[config.mk]
export PLATFORM = sky130hd
export DESIGN_NAME = spi_master_tx
export DESIGN_NICKNAME = d
export VERILOG_FILES = /design/src/rtl/spi_master_tx.sv
export SDC_FILE = /design/constraint.sdc
export NUM_CORES = 1
export LEC_CHECK = 0
export CORE_MARGIN = 8
export CORE_UTILIZATION = 52
export CTS_BUF_LIST = sky130_fd_sc_hd__clkbuf_16
export DETAILED_ROUTE_END_ITERATION = 8
export PLACE_DENSITY = 0.75
export SYNTH_ARGS = -nofsm -noshare
export SYNTH_HDL_FRONTEND = slang
export SYNTH_SLANG_ARGS = --single-unit
[constraint.sdc]
create_clock -name clkb -period 2.29 [get_ports clkb]
set_input_delay 0.458 -clock clkb [delete_from_list [all_inputs] [get_ports clkb]]
set_output_delay 0.458 -clock clkb [all_outputs]
set_load 0.05 [all_outputs]
[src/rtl/spi_master_tx.sv]
// SPI-style frame transmitter: launches an LSB-first frame on a start rising edge,
// strobes send for DATA_W cycles, idles GAP_CYCLES cycles, then pulses done.
module spi_master_tx #(
  parameter int unsigned DATA_W     = 3,
  parameter int unsigned GAP_CYCLES = 2
) (
  input  logic              clkb,
  input  logic              reset,
  input  logic              start,
  input  logic              sel_in,
  input  logic [DATA_W-1:0] data_in,
  output logic              send,
  output logic              slave_select,
  output logic              MOSI,
  output logic              busy,
  output logic              done
);

  localparam int unsigned   CntW    = (DATA_W > 1) ? $clog2(DATA_W) : 1;
  localparam logic [CntW-1:0] LastBit = CntW'(DATA_W - 1);
  localparam logic [3:0]    LastGap = 4'(GAP_CYCLES - 1);

  typedef enum logic [1:0] {
    StIdle,
    StShift,
    StGap
  } state_e;

  state_e              state_q;
  logic                start_q;
  logic [DATA_W-1:0]   shreg_q;
  logic [CntW-1:0]     bit_cnt_q;
  logic [3:0]          gap_cnt_q;
  logic                send_q;
  logic                sel_q;
  logic                mosi_q;
  logic                busy_q;
  logic                done_q;

  logic                start_edge;
  logic [DATA_W-1:0]   shreg_nxt;

  assign start_edge = start & ~start_q;
  assign shreg_nxt  = shreg_q >> 1;

  always_ff @(posedge clkb or posedge reset) begin
    if (reset) begin
      state_q   <= StIdle;
      // Held high so a start level present at reset release is not taken as an edge.
      start_q   <= 1'b1;
      shreg_q   <= '0;
      bit_cnt_q <= '0;
      gap_cnt_q <= '0;
      send_q    <= 1'b0;
      sel_q     <= 1'b0;
      mosi_q    <= 1'b0;
      busy_q    <= 1'b0;
      done_q    <= 1'b0;
    end else begin
      start_q <= start;
      done_q  <= 1'b0;
      unique case (state_q)
        StIdle: begin
          if (start_edge) begin
            shreg_q   <= data_in;
            sel_q     <= sel_in;
            send_q    <= 1'b1;
            mosi_q    <= data_in[0];
            busy_q    <= 1'b1;
            bit_cnt_q <= '0;
            state_q   <= StShift;
          end
        end
        StShift: begin
          if (bit_cnt_q == LastBit) begin
            send_q    <= 1'b0;
            mosi_q    <= 1'b0;
            gap_cnt_q <= '0;
            state_q   <= StGap;
          end else begin
            bit_cnt_q <= bit_cnt_q + CntW'(1);
            shreg_q   <= shreg_nxt;
            mosi_q    <= shreg_nxt[0];
          end
        end
        StGap: begin
          if (gap_cnt_q == LastGap) begin
            done_q  <= 1'b1;
            busy_q  <= 1'b0;
            state_q <= StIdle;
          end else begin
            gap_cnt_q <= gap_cnt_q + 4'd1;
          end
        end
        default: state_q <= StIdle;
      endcase
    end
  end

  assign send         = send_q;
  assign slave_select = sel_q;
  assign MOSI         = mosi_q;
  assign busy         = busy_q;
  assign done         = done_q;

  // Frame-level invariants: strobe only inside a busy window, completion only after it.
  a_send_busy: assert property (@(posedge clkb) disable iff (reset) send |-> busy);
  a_done_idle: assert property (@(posedge clkb) disable iff (reset) done |-> !busy);
  a_mosi_quiet: assert property (@(posedge clkb) disable iff (reset) !send |-> !MOSI);

endmodule

==> out/metrics.csv <==
metric;value;unit
drc_errors;0;
path_delay_family;buffers and inverters;
die_w;53.8;um
hold_depth;1;
clock_sinks;16;
p_per_area;1410;nW/um^2
drt_iter0_markers;7;
syn_area_per_cell;12.2;um^2
grt_pass1_vias;506;
end_kind;output pin;
start_kind;flop;
fin_crit;1.85;ns
syn2layout_area_growth;28.9;%
netlist_instances;61;
syn_area;744;um^2
ant_nets;0;
fmax;540;MHz
antenna_cells;0;
crit_fanout;2;
post_cts_buffers;0;
antenna_found_initial;0;
ctsHoldBuffers;0;
cts_buffers;3;
required;1.83;ns
nets;88;
ys_ff_latch;16;
rsz0062_at_grt;false;
hold_class;reg2reg;
overflow;0;
wl;1310;um
io_pins;12;
cp_slowest_stage_delay;0.81;ns
grt_use_total;0.106;
drv_cap;0;
hold_viol;0;
port_buffers;11;
cts.repair.resized;0;
synth-seq-area-share;0.539;
drive_gt1_frac;0.221;
root_buffer;clkbuf_16;
grt_max_degree;17;
slowest_stage;clkdlybuf4s50_1;
outcome;completed;
fin_setup_tns;0;ns
via_count;490;
start_util;0.565;
power_leakage;0.000440;uW
clock_latency;0.24;ns
ys_types;30;
row_count;13;
clk_pin_slew_worst_paths;0.05;ns
cts_buffer_depth;2;
cts_max_level;1;
ir_worst_vdd;0.000890;V
hpwl;1020;um
path_class;reg2out;
skew;0.00325;ns
worst_pin_slew;0.570;ns
final_common_cell;dfrtp_1;
dr.pass1.iters;3;
cp.depth;1;
slew_violations;0;
cp_cell_sequence;clkdlybuf4s50_1;
cp_data_arrival_time;1.39;ns
reg2reg_depth;6;
most-common-layout-cells;dfrtp_1, clkdlybuf4s50_1, mux2i_1, a21oi_1, inv_1;
finalCritPeriodShare;0.809;
relSlewSlack;0.620;
p_total;1360;uW
critPathBufInv;1;
via_per_inst;5.33;
synth_fp_nets;71;
ys_warn_count;0;
die_area;2900;um^2
wire_per_inst;14.2;um
cts_tree;yes;
core_area;1320;um^2
dieHeight;53.8;um
setup_viol;0;
gp_congestion;0.789;
grt_pass1_wl;2210;um
==> stage by stage <==
| step | setup WS (ns) | util | instance area, um^2 | std cells | hold WS [ns] |
|---|---|---|---|---|---|
| 3_3_place_gp | 0.467 | 0.669 | 881 | 88 | 0.472 |
| 3_5_place_dp | 0.405 | 0.669 | 881 | 88 | 0.476 |
| 2_1_floorplan | 0.844 | - | 744 | 61 | 0.371 |
| 4_1_cts | 0.429 | 0.728 | 960 | 92 | 0.492 |
| 6_report | 0.438 | 0.728 | 960 | 92 | 0.489 |
| 5_1_grt | 0.398 | 0.728 | 960 | 92 | 0.511 |
==> synthesized netlist by cell type <==
cell type  number  area share
inv_1           4       0.020
and3_1          2       0.017
nand3b_1        1       0.010
nor3b_2         1       0.017
a21oi_1         4       0.027
nand2_1         2       0.010
a211oi_1        1       0.010
o211ai_1        1       0.010
a21o_2          1       0.012
mux2_2          2       0.030
dfstp_2         1       0.035
a22o_2          1       0.013
or2b_2          1       0.012
or2b_1          1       0.010
or3b_2          1       0.012
nor3_1          1      0.0067
o21ai_1         1      0.0067
nor2_1          2       0.010
mux2i_1         4       0.054
nor4b_4         1       0.032
ha_1            3       0.050
mux2_4          1       0.020
dfrtp_1        15        0.50
nor3b_1         1       0.010
and2b_2         1       0.012
inv_2           1      0.0050
o21ai_0         3       0.020
nand3_1         1      0.0067
nand2b_1        1      0.0084
nor2_2          1      0.0084
==> final timing paths <==
check	from	endpoint	slack [ns]
min reg2reg	send	send	0.49
max reg2reg	bit_cnt_q[0]	bit_cnt_q[1]	0.81
min	send	send	0.49
max in group asynchronous	reset	gap_cnt_q[0]	1.34
max	send	send	0.44
min in group asynchronous	reset	slave_select	0.57
==> sequential cells by signal (all words and copies together) (netlist names) <==
signal,cells
done,1
bit_cnt_q,2
slave_select,1
start_q,1
send,1
gap_cnt_q,4
busy,1
state_q,2
MOSI,1
shreg_q,2
==> metal layers <==
layer / share of wire / track usage
met5: 0 / 0
met4: 0.0092 / 0.0504
met3: 0.075 / 0.0468
met2: 0.44 / 0.151
met1: 0.48 / 0.134
==> cells by family (layout without fill, tap and decap cells) <==
family / after synthesis / after routing / synth area share
flops: 16 / 16 / 0.540
buf+inv: 5 / 21 / 0.0252
mux: 7 / 7 / 0.104
compound gates: 12 / 12 / 0.0992
simple gates: 18 / 18 / 0.182
fa+ha+maj: 3 / 3 / 0.0504
==> area by class of cell <==
| cell class | instances | area, um^2 |
|---|---|---|
| flip-flops and latches | 16 | 402 |
| inverters | 5 | 18.8 |
| fillers | 88 | 358 |
| well taps | 15 | 18.8 |
| multi-input cells | 40 | 324 |
| clock buffers | 3 | 75.1 |
| clock inverters | 1 | 3.75 |
| repair buffers | 12 | 118 |
==> where the power goes <==
group | internal [uW] | switching (uW) | leakage (uW)
Clock | 231 | 99.6 | 0.0000385
Combinational | 244 | 305 | 0.000205
Sequential | 388 | 88.6 | 0.000197
Note: power is estimated with default switching activity, not from simulation.
